File: config.mk
export PLATFORM = sky130hd
export DESIGN_NAME = barrel_spawn_ctrl
export DESIGN_NICKNAME = d
export VERILOG_FILES = /design/src/rtl/barrel_spawn_ctrl.sv
export SDC_FILE = /design/constraint.sdc
export NUM_CORES = 1
export LEC_CHECK = 0
export BUFFER_PORTS_ARGS = -buffer_cell sky130_fd_sc_hd__clkbuf_2
export CAP_MARGIN = 30
export CORE_MARGIN = 3
export CORE_UTILIZATION = 55
export CTS_CLUSTER_SIZE = 8
export DETAILED_ROUTE_END_ITERATION = 12
export PLACE_DENSITY = 0.77
export SLEW_MARGIN = 15
export SYNTH_ARGS = -nofsm -noshare
export SYNTH_HDL_FRONTEND = slang
export SYNTH_SLANG_ARGS = --single-unit
File: constraint.sdc
create_clock -name clk -period 2.7 [get_ports clk]
set_clock_uncertainty 0.2 [all_clocks]
set_input_delay 0.135 -clock clk [delete_from_list [all_inputs] [get_ports clk]]
set_output_delay 0.135 -clock clk [all_outputs]
set_load 0.02 [all_outputs]
File: src/rtl/barrel_spawn_ctrl.sv
// Barrel slot scheduler: frame-paced spawning, slot freeing, Donkey damage/lives and game FSM.
// Optional macro BARREL_SPEEDUP_EN shortens the spawn period every 4 spawns (floored at a quarter).
module barrel_spawn_ctrl #(
  parameter int BARRELS       = 5,
  parameter int SPAWN_PERIOD  = 90,
  parameter int LIVES         = 3,
  parameter int INVULN_FRAMES = 60
) (
  input  logic               clk,
  input  logic               rst,
  input  logic               start,
  input  logic               frame_tick,
  input  logic [BARRELS-1:0] hit,
  input  logic [BARRELS-1:0] off_screen,
  output logic [BARRELS-1:0] barrel,
  output logic [BARRELS-1:0] spawn,
  output logic               damage,
  output logic [2:0]         lives,
  output logic               running,
  output logic               game_over
);

  localparam int TW = $clog2(SPAWN_PERIOD + 1);
  localparam int IW = $clog2(INVULN_FRAMES + 1);

  typedef enum logic [1:0] {IDLE, RUN, OVER} state_t;

  state_t             state_q, state_d;
  logic [BARRELS-1:0] barrel_q, barrel_d, spawn_q, spawn_d;
  logic               damage_q, damage_d, running_q, running_d, over_q, over_d;
  logic [2:0]         lives_q, lives_d;
  logic [TW-1:0]      timer_q, timer_d, period_last;
  logic               pending_q, pending_d;
  logic [IW-1:0]      invuln_q, invuln_d;

  logic [BARRELS-1:0] free_slots, alloc_oh, release_mask;
  logic               alloc_vld, expire, hit_any, start_run;

  // Lowest set bit of the free mask via two's complement isolation.
  assign free_slots   = ~barrel_q;
  assign alloc_oh     = free_slots & (~free_slots + BARRELS'(1));
  assign alloc_vld    = pending_q & (|free_slots);
  assign release_mask = (hit | off_screen) & barrel_q;
  assign hit_any      = |(hit & barrel_q);
  assign expire       = frame_tick & (timer_q >= period_last);
  assign start_run    = start & (state_q != RUN);

`ifdef BARREL_SPEEDUP_EN
  localparam int STEP  = SPAWN_PERIOD / 8;
  localparam int FLOOR = SPAWN_PERIOD / 4;

  logic [TW-1:0] period_q, period_d;
  logic [1:0]    nspawn_q, nspawn_d;

  assign period_last = period_q - TW'(1);

  always_comb begin
    period_d = period_q;
    nspawn_d = nspawn_q;
    if (start_run) begin
      period_d = TW'(SPAWN_PERIOD);
      nspawn_d = 2'd0;
    end else if (|spawn_d) begin
      nspawn_d = nspawn_q + 2'd1;
      if (nspawn_q == 2'd3)
        period_d = (period_q >= TW'(FLOOR + STEP)) ? period_q - TW'(STEP) : TW'(FLOOR);
    end
  end

  always_ff @(posedge clk or posedge rst) begin
    if (rst) begin
      period_q <= TW'(SPAWN_PERIOD);
      nspawn_q <= 2'd0;
    end else begin
      period_q <= period_d;
      nspawn_q <= nspawn_d;
    end
  end
`else
  assign period_last = TW'(SPAWN_PERIOD - 1);
`endif

  always_comb begin
    state_d   = state_q;
    barrel_d  = barrel_q;
    spawn_d   = '0;
    damage_d  = 1'b0;
    lives_d   = lives_q;
    timer_d   = timer_q;
    pending_d = pending_q;
    invuln_d  = invuln_q;
    unique case (state_q)
      IDLE, OVER: begin
        barrel_d  = '0;
        timer_d   = '0;
        pending_d = 1'b0;
        if (start) begin
          state_d   = RUN;
          lives_d   = 3'(LIVES);
          pending_d = 1'b1;
          invuln_d  = '0;
        end
      end
      RUN: begin
        if (lives_q == 3'd0) begin
          // Last life went on the previous cycle; clear the playfield as we leave.
          state_d   = OVER;
          barrel_d  = '0;
          timer_d   = '0;
          pending_d = 1'b0;
          invuln_d  = '0;
        end else begin
          if (frame_tick)
            timer_d = expire ? '0 : timer_q + TW'(1);
          barrel_d  = (barrel_q & ~release_mask) | (alloc_vld ? alloc_oh : '0);
          spawn_d   = alloc_vld ? alloc_oh : '0;
          pending_d = (pending_q & ~alloc_vld) | expire;
          if (hit_any && invuln_q == '0) begin
            damage_d = 1'b1;
            lives_d  = lives_q - 3'd1;
            invuln_d = IW'(INVULN_FRAMES);
          end else if (frame_tick && invuln_q != '0) begin
            invuln_d = invuln_q - IW'(1);
          end
        end
      end
      default: state_d = IDLE;
    endcase
    running_d = (state_d == RUN);
    over_d    = (state_d == OVER);
  end

  always_ff @(posedge clk or posedge rst) begin
    if (rst) begin
      state_q   <= IDLE;
      barrel_q  <= '0;
      spawn_q   <= '0;
      damage_q  <= 1'b0;
      lives_q   <= 3'd0;
      timer_q   <= '0;
      pending_q <= 1'b0;
      invuln_q  <= '0;
      running_q <= 1'b0;
      over_q    <= 1'b0;
    end else begin
      state_q   <= state_d;
      barrel_q  <= barrel_d;
      spawn_q   <= spawn_d;
      damage_q  <= damage_d;
      lives_q   <= lives_d;
      timer_q   <= timer_d;
      pending_q <= pending_d;
      invuln_q  <= invuln_d;
      running_q <= running_d;
      over_q    <= over_d;
    end
  end

  assign barrel    = barrel_q;
  assign spawn     = spawn_q;
  assign damage    = damage_q;
  assign lives     = lives_q;
  assign running   = running_q;
  assign game_over = over_q;

endmodule

---- Word-level counts from Yosys, hierarchy flattened ----
Cells that the tools add are included.
word-level totals
  bits in registers ....................... 32
  output and inout port bits .............. 16
  logic and storage cells ................. 78
operators by class
  magnitude comparators ................... 1
  reductions and logical operators ........ 13
  bitwise logic cells ..................... 14
  $add $sub $neg .......................... 4
  multiplexer cells ....................... 27
  equal/unequal tests ..................... 9
operators with widths
  operator                                             number
  2-to-1 mux 6 bit                                     4
  2-to-1 mux 7 bit                                     3
  AND 5 bit                                            4
  2-to-1 mux 5 bit                                     4
  NOT 5 bit                                            3
  case mux 7 bit (2 select lines)                      1
  case mux 6 bit (2 select lines)                      1
  bitwise OR 5 bit                                     2
  case mux 5 bit (2 select lines)                      1
  OR reduction 5 bit                                   2
  2-to-1 mux 3 bit                                     3
  adder 7 x 1 -> 7 bit, second input constant          1
  >= comparator 7 bit, second input constant           1
  zero test 6 bit                                      1
  != test 2 bit, second input constant                 3
  case mux 3 bit (2 select lines)                      1
  nonzero test 6 bit                                   1
  subtractor 6 x 1 -> 6 bit, second input constant     1
  adder 5 x 1 -> 5 bit, second input constant          1
  2-to-1 mux 1 bit                                     5
  equality test 2 x 1 -> 1 bit, second input constant  2
  equality test 2 bit, second input constant           2
  2-to-1 mux 2 bit                                     2
  != test 4 bit, second input constant                 1
  15 further kinds                                     18

---- Logic depth before layout (Yosys ltp) ----
  depth in word-level cells ............... 8
  gate-level depth with buffers ........... 9
  mapped depth without buffers ............ 6

---- Worst setup path after synthesis ----
OpenSTA, ideal clock, no wires.
  path kind ............................... reg2reg
  start point ............................. register invuln_q[0]
  end point ............................... register invuln_q[1]
  arrival time ............................ 1859 ps
  period minus slack after synthesis ...... 2175 ps
  buffers on the path ..................... 0
  path slack .............................. 525 ps
  cell stages (with the launch flop) ...... 7
  cell sequence ........................... dfrtp_1 inv_1 ha_1 or3b_2 nor2_1 mux2_2 o311ai_0
between the ends
  cells in the longest elaborated chain, start to end .. 5
  elaborated cells on any way between the ends .. 11
RTL lines
  what                                                                 line      source
  start: declaration                                                   34        logic [IW-1:0] invuln_q, invuln_d;
  start signal: assignment                                             153       invuln_q <= invuln_d;
  subtractor 6 x 1 -> 6 bit / zero test 6 bit (equally long branches)  123, 118
  2-to-1 mux 6 bit / logical AND 1 bit (equally long branches)         122, 118
  2-to-1 mux 6 bit                                                     118       if (hit_any && invuln_q == '0) begin
  2-to-1 mux 6 bit                                                     105       if (lives_q == 3'd0) begin
  case mux 6 bit (2 select lines)                                      92        unique case (state_q)
Parallel ways exist; a longest one is shown, timed or not. The select of a mux whose other input is x is not followed.
A chain may end at the register's enable or synchronous reset.

---- Final worst setup path ----
  start point ............................. register lives_q[0], in the netlist lives[0]
  end point ............................... register barrel_q[4], in the netlist barrel[4]
between the ends
  cells in the longest elaborated chain, start to end .. 3
RTL lines
  what                             line  source
  start: declaration               31    logic [2:0] lives_q, lives_d;
  start signal: assignment         150   lives_q <= lives_d;
  zero test 3 bit                  105
  2-to-1 mux 5 bit                 105
  case mux 5 bit (2 select lines)  92
  end signal: assignment           147   barrel_q <= barrel_d;
  end: declaration                 29    logic [BARRELS-1:0] barrel_q, barrel_d, spawn_q, spawn_d;
Every way passes these cells.

==> summary.md <==
| Metric | Value |
|---|---|
| Status | `finished clean` |
| Clock transition at the registers of the reported paths | `0.11 ns` |
| Mapped Avg Cell Area | `10.2 sq um` |
| # setup viols final | `0` |
| Vias in the first global route | `1488` |
| Ys Warns | `0` |
| Post-Layout Inst Area | `2060 sq um` |
| Max Cap Violations | `0` |
| DIE WIDTH | `61.2 microns` |
| Period utilisation layout | `0.907` |
| Synth area leaders | `dfrtp_1, nand2_1, ha_1` |
| Vias/cell | `6.05` |
| Number of flops mapped to enable cells by yosys | `0` |
| Footprint of the multi-input gates | `827 sq um` |
| Final wirelength | `3780 microns` |
| R2R setup slack | `0.25 ns` |
| CORE AREA | `2830 sq um` |
| Leakage power | `1.05 nW` |
| Most common library cells after synthesis | `dfrtp_1, nand2_1, nor2_1, inv_1` |
| Metal-1 WL | `1630 microns` |
| Worst hold path type | `primary input to flip-flop` |
| Met3 routed WL | `260 microns` |
| Crit path largest cell delay | `0.59 ns` |
| RSZ-0062 raised after global routing | `false` |
| Highest metal used | `met4` |
| Fillers | `203` |
| Detailed Routing Iterations Pass 1 | `5` |
| Met2 Wirelength | `1750 microns` |
| Iter 0 DRT Violations | `93` |
| I/O pin count | `30` |
| CP delay by family, top | `buffers and inverters` |
| Net Count, Synth | `183` |
| WHS Endpoint | `invuln_q[4]` |
| Die Ht | `61.2 microns` |
| Synth unique cells | `49` |
| Setup tns final | `0 ns` |
| PwrDens | `929 nW/um^2` |
| Crit-path cells | `inv_1, ha_1, nand2b_1, nand2_2, o31ai_1, dlygate4sd3_1, a21o_1` |
| Initial antenna violation count | `0` |
| FFs w/ async S/R, synth | `1.00` |
| Layout area overhead | `22.9%` |
| First-pass GRT wire length | `6410 microns` |
| CTS tree | `built` |
| Proportion of layout cells with a drive suffix above 1 | `0.232` |
| Hold path depth | `3` |
| #FFs+latches synth | `32` |
| DP Area | `1850 sq um` |
| # clock sinks | `32` |
| Pin count of the biggest net entering global routing | `33` |
| Worst endpoint required time | `2.81 ns` |
| Bufs and invs on worst path | `2` |
| Total number of vias | `1463` |
| Count leader, synth | `dfrtp_1` |
| Post-synthesis cell count | `164` |
| Initial Util | `0.592` |
| Dominant cell type by area after synthesis | `dfrtp_1` |
| Tmin final | `2.45 ns` |
| Worst R2R End | `barrel[4]` |
| Final ANT Viol Nets | `0` |
| GR Overflow Total | `0` |
| Total CTS buffers | `5` |
| Clock Latency Late Sink | `0.36 ns` |
| GPL Wtd Cong | `0.825` |
| Pins Over Slew Limit | `0` |
| CP max stage cell | `dlygate4sd3_1` |
| FF+latch area | `801 sq um` |
| DPL Wire Length | `2540 microns` |
| H-tree depth | `2` |
| Worst Path Arrival | `2.56 ns` |
| Max VDD drop | `0.566 mV` |
| Max Clk Rate | `408 MHz` |
| Max_slew headroom | `0.654` |
| Bufs on Longest Clock Path | `2` |
| Row count | `19` |
| Worst-case reg-to-reg path depth | `7` |
| Register area share after synthesis | `0.478` |
| Setup crit start kind | `flip-flop` |
| Crit end category | `flip-flop` |
| Reg-to-Reg Start | `lives[0]` |
| Mapped Area | `1670 sq um` |
| Synth top area share | `0.478` |
| Fin. Hold Viols | `0` |
| Die footprint | `3740 sq um` |
| Gr usage total | `0.238` |
| Crit Path Category | `flip-flop to flip-flop` |
| Nets | `229` |
| Root Driver | `clkbuf_4` |
| Worst Path Max Fanout | `17` |
| Pin slew with the least headroom to its limit | `0.518 ns` |
| Fin util | `0.727` |
| Dominant synthesized flop cell | `dfrtp_1` |
| Setup Buffers After CTS | `0` |
| N_diodes | `0` |
| Avg WL per Cell | `15.6 microns` |
| Hold Startpoint | `frame_tick` |
| Drt drc | `0` |
| IO buf count | `29` |
[registers in the layout (all words and copies together), names as in the netlist]
name and flops:
game_over 1, timer_q 7, damage 1, pending_q 1
state_q 2, lives 3, spawn 5, running 1
barrel 5, invuln_q 6
[report_power, final]
group	internal, mW	total [mW]	leakage, nW	switching [mW]
clock	0.193	0.374	0.0412	0.181
combinational	0.348	0.774	0.604	0.426
sequential	0.608	0.762	0.403	0.154
[worst register-to-register path, cell delays in order (launching register included)]
cell and delay (ns):
dfrtp_1 0.40, inv_1 0.08, ha_1 0.19, nand2b_1 0.24, nand2_2 0.28, o31ai_1 0.31
dlygate4sd3_1 0.59, a21o_1 0.11
[cells in the final DEF (no fill, tap or decap), drive strengths merged, types with 2 or more instances in the layout]
master / instances
clkbuf: 34
nand3: 4
nor3: 5
a21oi: 4
buf: 2
and2: 2
ha: 5
o21ai: 7
and2b: 2
nor3b: 2
a221o: 2
nor2b: 3
or4: 2
inv: 8
nor2: 11
nand2b: 7
o2111ai: 3
a211o: 2
nand4: 2
o22ai: 2
o311ai: 2
nand2: 19
dfrtp: 32
o31ai: 8
dlygate4sd3: 12
o211ai: 2
mux2i: 4
a21o: 5
[layout make-up]
cell class / count / share of cell area
Clock buffer: 5 / 0.0182
Clock inverter: 3 / 0.0207
Inverter: 8 / 0.0146
Multi-Input combinational cell: 120 / 0.402
Sequential cell: 32 / 0.389
Tap cell: 31 / 0.0189
Timing Repair Buffer: 43 / 0.136
[kinds of logic after synthesis]
| kind of cell | synth area share |
|---|---|
| AOI/OAI and AO/OA | 0.220 |
| adders and majority gates | 0.0374 |
| buffers and inverters | 0.0291 |
| DFF | 0.478 |
| muxes | 0.0306 |
| and+or+nand+nor | 0.204 |
[worst max path at each step]
stage,from,endpoint,slack (ns),cells after the start
floorplan,invuln_q[0],invuln_q[1],0.53,6
global placement,invuln_q[0],invuln_q[1],0.45,6
detailed placement,invuln_q[0],invuln_q[1],0.32,6
CTS,lives[0],barrel[3],0.13,7
global route,lives[0],barrel[4],0.12,7
finish,lives[0],barrel[4],0.25,7
[repair_timing]
item / CTS / global route
hold endpoints to repair: 42 / 0
hold buffers: 12 / 0
gates resized for setup: 0 / 1
setup endpoints to repair: 0 / 5
[per-layer routing]
metal	vias up	track usage
li1	701	-
met1	680	0.274
met2	65	0.381
met3	17	0.0671
met4	0	0.167
met5	-	0
[through the flow]
step	instances	power [mW]	hold WS (ns)	worst slack, ns
after floorplan	164	1.32	0.0241	0.525
after detailed placement	222	1.51	0.0191	0.321
final	242	1.91	0.0593	0.250
after global routing	242	2.05	0.0735	0.116
after global placement	222	1.46	0.0153	0.447
after CTS	242	1.90	0.0372	0.128
Note: power is estimated with default switching activity, not from simulation.
